### config.mk
export PLATFORM = sky130hd
export DESIGN_NAME = led_pattern_engine
export DESIGN_NICKNAME = d
export VERILOG_FILES = /design/src/rtl/led_pattern_engine.sv
export SDC_FILE = /design/constraint.sdc
export NUM_CORES = 1
export LEC_CHECK = 0
export BUFFER_PORTS_ARGS = -buffer_cell sky130_fd_sc_hd__buf_4
export CAP_MARGIN = 20
export CORE_MARGIN = 1
export CORE_UTILIZATION = 64
export DETAILED_ROUTE_END_ITERATION = 6
export PLACE_DENSITY_LB_ADDON = 0.1
export SLEW_MARGIN = 30
export SYNTH_ARGS = -nofsm -noshare
export SYNTH_HDL_FRONTEND = slang
export SYNTH_SLANG_ARGS = --single-unit
### constraint.sdc
create_clock -name clk -period 4.4 [get_ports clk]
set_input_delay 0.44 -clock clk [delete_from_list [all_inputs] [get_ports clk]]
set_output_delay 0.44 -clock clk [all_outputs]
set_load 0.01 [all_outputs]
### src/rtl/led_pattern_engine.sv
// -----------------------------------------------------------------------------
// led_pattern_engine
//   Drives NUM_LEDS outputs with one of four step patterns (shift, bounce,
//   blink, count). The step rate comes from a prescaler that produces a base
//   tick every TICK_DIV clocks. A step counter then fires a step event after
//   (delay+1) ticks. The delay register saturates and is adjusted by one-shot
//   faster/slower pulses. Pause freezes the prescaler, the step counter and
//   the LEDs. mode_next advances the pattern and restarts it from its initial
//   LED value.
//
// Ports
//   clk        in   1         system clock
//   reset      in   1         asynchronous, active-high reset
//   faster     in   1         one-shot pulse: delay-1, saturating at 0
//   slower     in   1         one-shot pulse: delay+1, saturating at max
//   pause      in   1         one-shot pulse: toggle paused
//   mode_next  in   1         one-shot pulse: advance mode (3 wraps to 0)
//   delay      out  DELAY_W   current delay register
//   mode       out  2         0=SHIFT 1=BOUNCE 2=BLINK 3=COUNT
//   paused     out  1         high while stepping is frozen
//   led        out  NUM_LEDS  registered pattern output
// -----------------------------------------------------------------------------
module led_pattern_engine #(
  parameter int NUM_LEDS   = 4,
  parameter int DELAY_W    = 4,
  parameter int DELAY_INIT = 8,
  parameter int TICK_DIV   = 50000
) (
  input  logic                clk,
  input  logic                reset,
  input  logic                faster,
  input  logic                slower,
  input  logic                pause,
  input  logic                mode_next,
  output logic [DELAY_W-1:0]  delay,
  output logic [1:0]          mode,
  output logic                paused,
  output logic [NUM_LEDS-1:0] led
);

  localparam logic [1:0] MODE_SHIFT  = 2'd0;
  localparam logic [1:0] MODE_BOUNCE = 2'd1;
  localparam logic [1:0] MODE_BLINK  = 2'd2;
  localparam logic [1:0] MODE_COUNT  = 2'd3;

  localparam int                  PRE_W     = (TICK_DIV > 1) ? $clog2(TICK_DIV) : 1;
  localparam logic [PRE_W-1:0]    PRE_LAST  = PRE_W'(TICK_DIV - 1);
  localparam logic [DELAY_W-1:0]  DELAY_MAX = '1;
  localparam logic [NUM_LEDS-1:0] LED_ONE   = NUM_LEDS'(1);
  localparam logic [NUM_LEDS-1:0] LED_MSB   = LED_ONE << (NUM_LEDS - 1);

  logic [PRE_W-1:0]    pre_cnt;
  logic [DELAY_W-1:0]  step_cnt;
  logic                dir_down;
  logic                tick;
  logic                step;
  logic [1:0]          mode_succ;
  logic [NUM_LEDS-1:0] led_stepped;
  logic                dir_stepped;

  // Tick and step are combinational so the LED update lands on the same edge
  // that wraps the prescaler; the new pattern is visible one cycle after tick.
  assign tick      = !paused && (pre_cnt == PRE_LAST);
  assign step      = tick && (step_cnt >= delay);
  assign mode_succ = mode + 2'd1;

  // Next LED value and bounce direction if a step event occurs this cycle.
  always_comb begin
    // NOTE: defaults first so every path assigns every output; no latches.
    led_stepped = led;
    dir_stepped = dir_down;
    case (mode)
      // Rotate left; the right-shift term carries the MSB back into bit 0
      // and also covers the single-LED case.
      MODE_SHIFT: led_stepped = (led << 1) | (led >> (NUM_LEDS - 1));
      MODE_BOUNCE: begin
        if (NUM_LEDS > 1) begin
          if (!dir_down) begin
            if (led == LED_MSB) begin
              led_stepped = led >> 1;
              dir_stepped = 1'b1;
            end else begin
              led_stepped = led << 1;
            end
          end else begin
            if (led == LED_ONE) begin
              led_stepped = led << 1;
              dir_stepped = 1'b0;
            end else begin
              led_stepped = led >> 1;
            end
          end
        end
      end
      MODE_BLINK: led_stepped = ~led;
      default:    led_stepped = led + LED_ONE;
    endcase
  end

  // NOTE: only plain registers here, so all of them take the async reset;
  // non-blocking assignments keep every register sampling pre-edge values.
  always_ff @(posedge clk or posedge reset) begin
    if (reset) begin
      delay    <= DELAY_W'(DELAY_INIT);
      mode     <= MODE_SHIFT;
      paused   <= 1'b0;
      led      <= LED_ONE;
      dir_down <= 1'b0;
      pre_cnt  <= '0;
      step_cnt <= '0;
    end else begin
      // Opposing pulses in the same cycle cancel.
      if (faster && !slower && (delay != '0)) begin
        delay <= delay - 1'b1;
      end else if (slower && !faster && (delay != DELAY_MAX)) begin
        delay <= delay + 1'b1;
      end

      // Toggle uses the pre-edge value, so a step in the same cycle still
      // lands before the freeze takes effect.
      if (pause) begin
        paused <= !paused;
      end

      if (mode_next) begin
        // Mode change overrides any same-cycle step and restarts the period.
        mode     <= mode_succ;
        pre_cnt  <= '0;
        step_cnt <= '0;
        dir_down <= 1'b0;
        led      <= (mode_succ == MODE_BLINK || mode_succ == MODE_COUNT) ? '0 : LED_ONE;
      end else if (!paused) begin
        pre_cnt <= tick ? '0 : pre_cnt + PRE_W'(1);
        if (tick) begin
          step_cnt <= step ? '0 : step_cnt + DELAY_W'(1);
        end
        if (step) begin
          led      <= led_stepped;
          dir_down <= dir_stepped;
        end
      end
    end
  end

endmodule

==> metrics.md <==
| Metric | Value |
|---|---|
| Period utilisation layout | `53.93%` |
| Final setup fails | `0` |
| GRT overflow | `0` |
| Area delta synth->final | `9.397%` |
| Sequential area share after synthesis | `a little under two fifths` |
| Post-synthesis compound-gate area fraction | `19.78%` |
| RSZ-0062 raised after global routing | `no` |
| Slew HR | `around 59%` |
| Clk_lat worst skew | `roughly 0.34 ns` |
| Layout cells sized above 1 | `16.12%` |
| Detailed Place HPWL | `approximately 3400 um` |
| Most frequent cells in the layout | `dfrtp_1, inv_1, buf_4, ha_1, o21ai_0` |
| Max-capacitance violation count | `0` |
| DR iter-0 viols | `126` |
| Commonest non-fill, non-tap cell in the layout | `dfrtp_1` |
| H-Tree Depth | `2` |
| Worst Setup Start Kind | `register` |
| Hold Violations, Final | `0` |
| Vias | `between 1500 and 2000` |
| Total Negative Setup Slacks | `0 ns` |
| Via density | `6.462` |
| Post-Synthesis Net Count | `~250` |
| Pwr Total | `~1.2 mW` |
| Final net count | `around 260` |
| Critical Path RT | `~4.7 ns` |
| Starting density of the core | `approximately 69%` |
| Pwr dens | `517.8 nW/um2` |
| Fmax | `421.4 MHz` |
| Total GRT Usage | `28.67%` |
| Core area | `approximately 3100 um2` |
| Maximum vdd drop | `363.0 uV` |
| DRT Pass-1 Iters | `4` |
| Ys async rst share | `100.0%` |
| Post-CTS sizing | `0` |
| Initial antenna violation count | `0` |
| Worst-path maximum fanout | `6` |
| Post-synthesis adder-cell area fraction | `under 10%` |
| Worst Path Arrival | `~2.6 ns` |
| Cell Rows | `20` |
| Die Ht | `60.06 um` |
| Top post-synthesis cells by area | `dfrtp_1, ha_1, xor2_1` |
| Cell accounting for the most synthesized area | `dfrtp_1` |
| Hold-fix buffers, CTS | `0` |
| Finished Core Util | `between 70% and 80%` |
| Crit Path Class | `register to register` |
| WL per Instance | `16.12 um` |
| Post-synthesis xor/xnor area fraction | `under 10%` |
| DRC errors left | `0` |
| Vias in the first global route | `1738` |
| Top Ports | `17` |
| Main synth FF type | `dfrtp_1` |
| Syn Std Cell Area | `about 2200 um2` |
| Gp weighted congestion | `around 0.82` |
| Mean Syn Cell Area | `~9.5 um2` |
| Status | `finished clean` |
| Post-CTS Setup Inserts | `0` |
| Root buffer cell | `clkbuf_4` |
| Clk slew on worst S/H paths | `around 0.11 ns` |
| Largest family of logic cells by synthesized area | `simple AND/OR/NAND/NOR gates` |
| CTS tree | `yes` |
| Hold Path Class | `input port to asynchronous set/reset pin` |
| Slew @ Worst Pin | `0.6196 ns` |
| CP Capture Type | `register` |
| Worst-path cell chain | `or4_1, nand3b_1, inv_1, ha_1, a21o_1, a21oi_1, mux2i_1, xnor2_1` |
| Yosys warning count | `0` |
| Tmin final | `2.373 ns` |
| Final wirelength | `4610 um` |
| CTS buffer count | `5` |
| Mux cell area share after synthesis | `1.392%` |
| Clock buffer depth | `2` |
| Register bit total from synthesis | `32` |
| First-pass GRT wire length | `7548 um` |
| Worst clock skew | `0.01323 ns` |
| Port Buffers | `16` |
| Post-synth top area share | `a little over a third` |
| Die X | `between 60 and 70 um` |
| Leakage power | `~1.1 nW` |
| CP max-delay cell | `or4_1` |
| Library cells used by synthesis | `52` |
| Die area | `around 3600 um2` |
| Clock sink count | `32` |
| Largest net degree at the start of global routing | `33` |
| Post-synth EDFFs | `0` |
| Max incr delay on CP | `0.53 ns` |
| Post-DRT Antenna Nets | `0` |
| Pins Over Slew Limit | `0` |
| Post-synthesis simple-gate area fraction | `21.81%` |
| Layout fillers | `between 200 and 250` |
| ANT cells | `0` |
| Syn Inst Count | `around 230` |
-- path summary, 6_finish.rpt --
kind | from | end | slack [ns] | cells past startpoint
worst min register to register | pre_cnt[1] | pre_cnt[1] | 0.57 | 2
worst min-delay path | reset | step_cnt[0] | 0.16 | 3
worst max-delay path | delay[0] | delay[3] | 2.03 | 8
worst max register to register | delay[0] | delay[3] | 2.03 | 8
min in group clk | pause | paused | 0.27 | 2
max in group asynchronous | reset | led[0] | 3.91 | 3
-- state kept, by name, summed over array words and instances, names as in the netlist --
| name | count |
|---|---|
| delay | 4 |
| led | 4 |
| mode | 2 |
| paused | 1 |
| dir_down | 1 |
| step_cnt | 4 |
| pre_cnt | 16 |
-- critical path: cells and delay by family (launching register included) --
family / cells / cell delay, ns
XOR/XNOR: 1 / 0.14
buffers and inverters: 1 / 0.10
AND/OR/NAND/NOR: 2 / 0.72
adder cells (fa/ha/maj): 1 / 0.28
AO/OA/AOI/OAI: 2 / 0.37
multiplexers: 1 / 0.26
flip-flops: 1 / 0.45
-- cell families after synthesis --
| logic type | Yosys count |
|---|---|
| compound gates | 59 |
| buf+inv | 26 |
| fa+ha+maj | 16 |
| simple gates | 77 |
| mux | 3 |
| xor+xnor | 13 |
| flops | 32 |
-- where the power goes --
part	internal (mW)	total, mW	switching [mW]
Combinational	0.262	0.576	0.314
Clock	0.0759	0.179	0.103
Sequential	0.362	0.467	0.105
-- Yosys cell counts, types with 2 or more instances --
cell type  instances
dfrtp_1           30
inv_1             17
ha_1              15
o21ai_0           14
a21oi_1           13
nand2_1           12
nor2_1            10
xor2_1            10
nand3_1            9
nand4_1            7
or3_1              7
buf_2              6
nand2b_1           6
o31ai_1            6
and2_1             4
nand3b_1           4
and4_1             3
clkbuf_1           3
mux2i_1            3
or4_1              3
xnor2_1            3
a21o_1             2
a221oi_1           2
and4bb_2           2
dfstp_2            2
nor2b_1            2
nor3_1             2
o311ai_0           2
o31a_1             2
o41ai_1            2
or2_2              2
-- routing by layer --
metal	GRT usage, %	part of all wire, %	vias up
met1	37.10	47	908
met4	12.96	1.5	0
met5	0	0	-
li1	-	-	868
met2	45.87	47	63
met3	6.277	4.6	9
-- stage by stage --
step	hold WS (ns)	cell area (um2)	cells	setup slack, ns
after global routing	0.2040	2360	286	1.873
final	0.1624	2360	286	2.027
after CTS	0.1749	2360	286	2.050
after floorplan	0.4894	2157	226	2.207
after global placement	0.5268	2298	278	2.194
after detailed placement	0.5503	2298	278	2.073
-- area by class of cell --
cell class,instances,area [um2],share of cell area [%]
clock buffer,6,51.30,2.174
clock inverter,2,10.01,0.4242
inverter,17,63.81,2.704
multi-input combinational,168,1249,52.92
sequential,32,803.3,34.04
tap,44,55.05,2.333
timing repair buffer,17,127.6,5.408
Power figures use the tool's default switching activity.
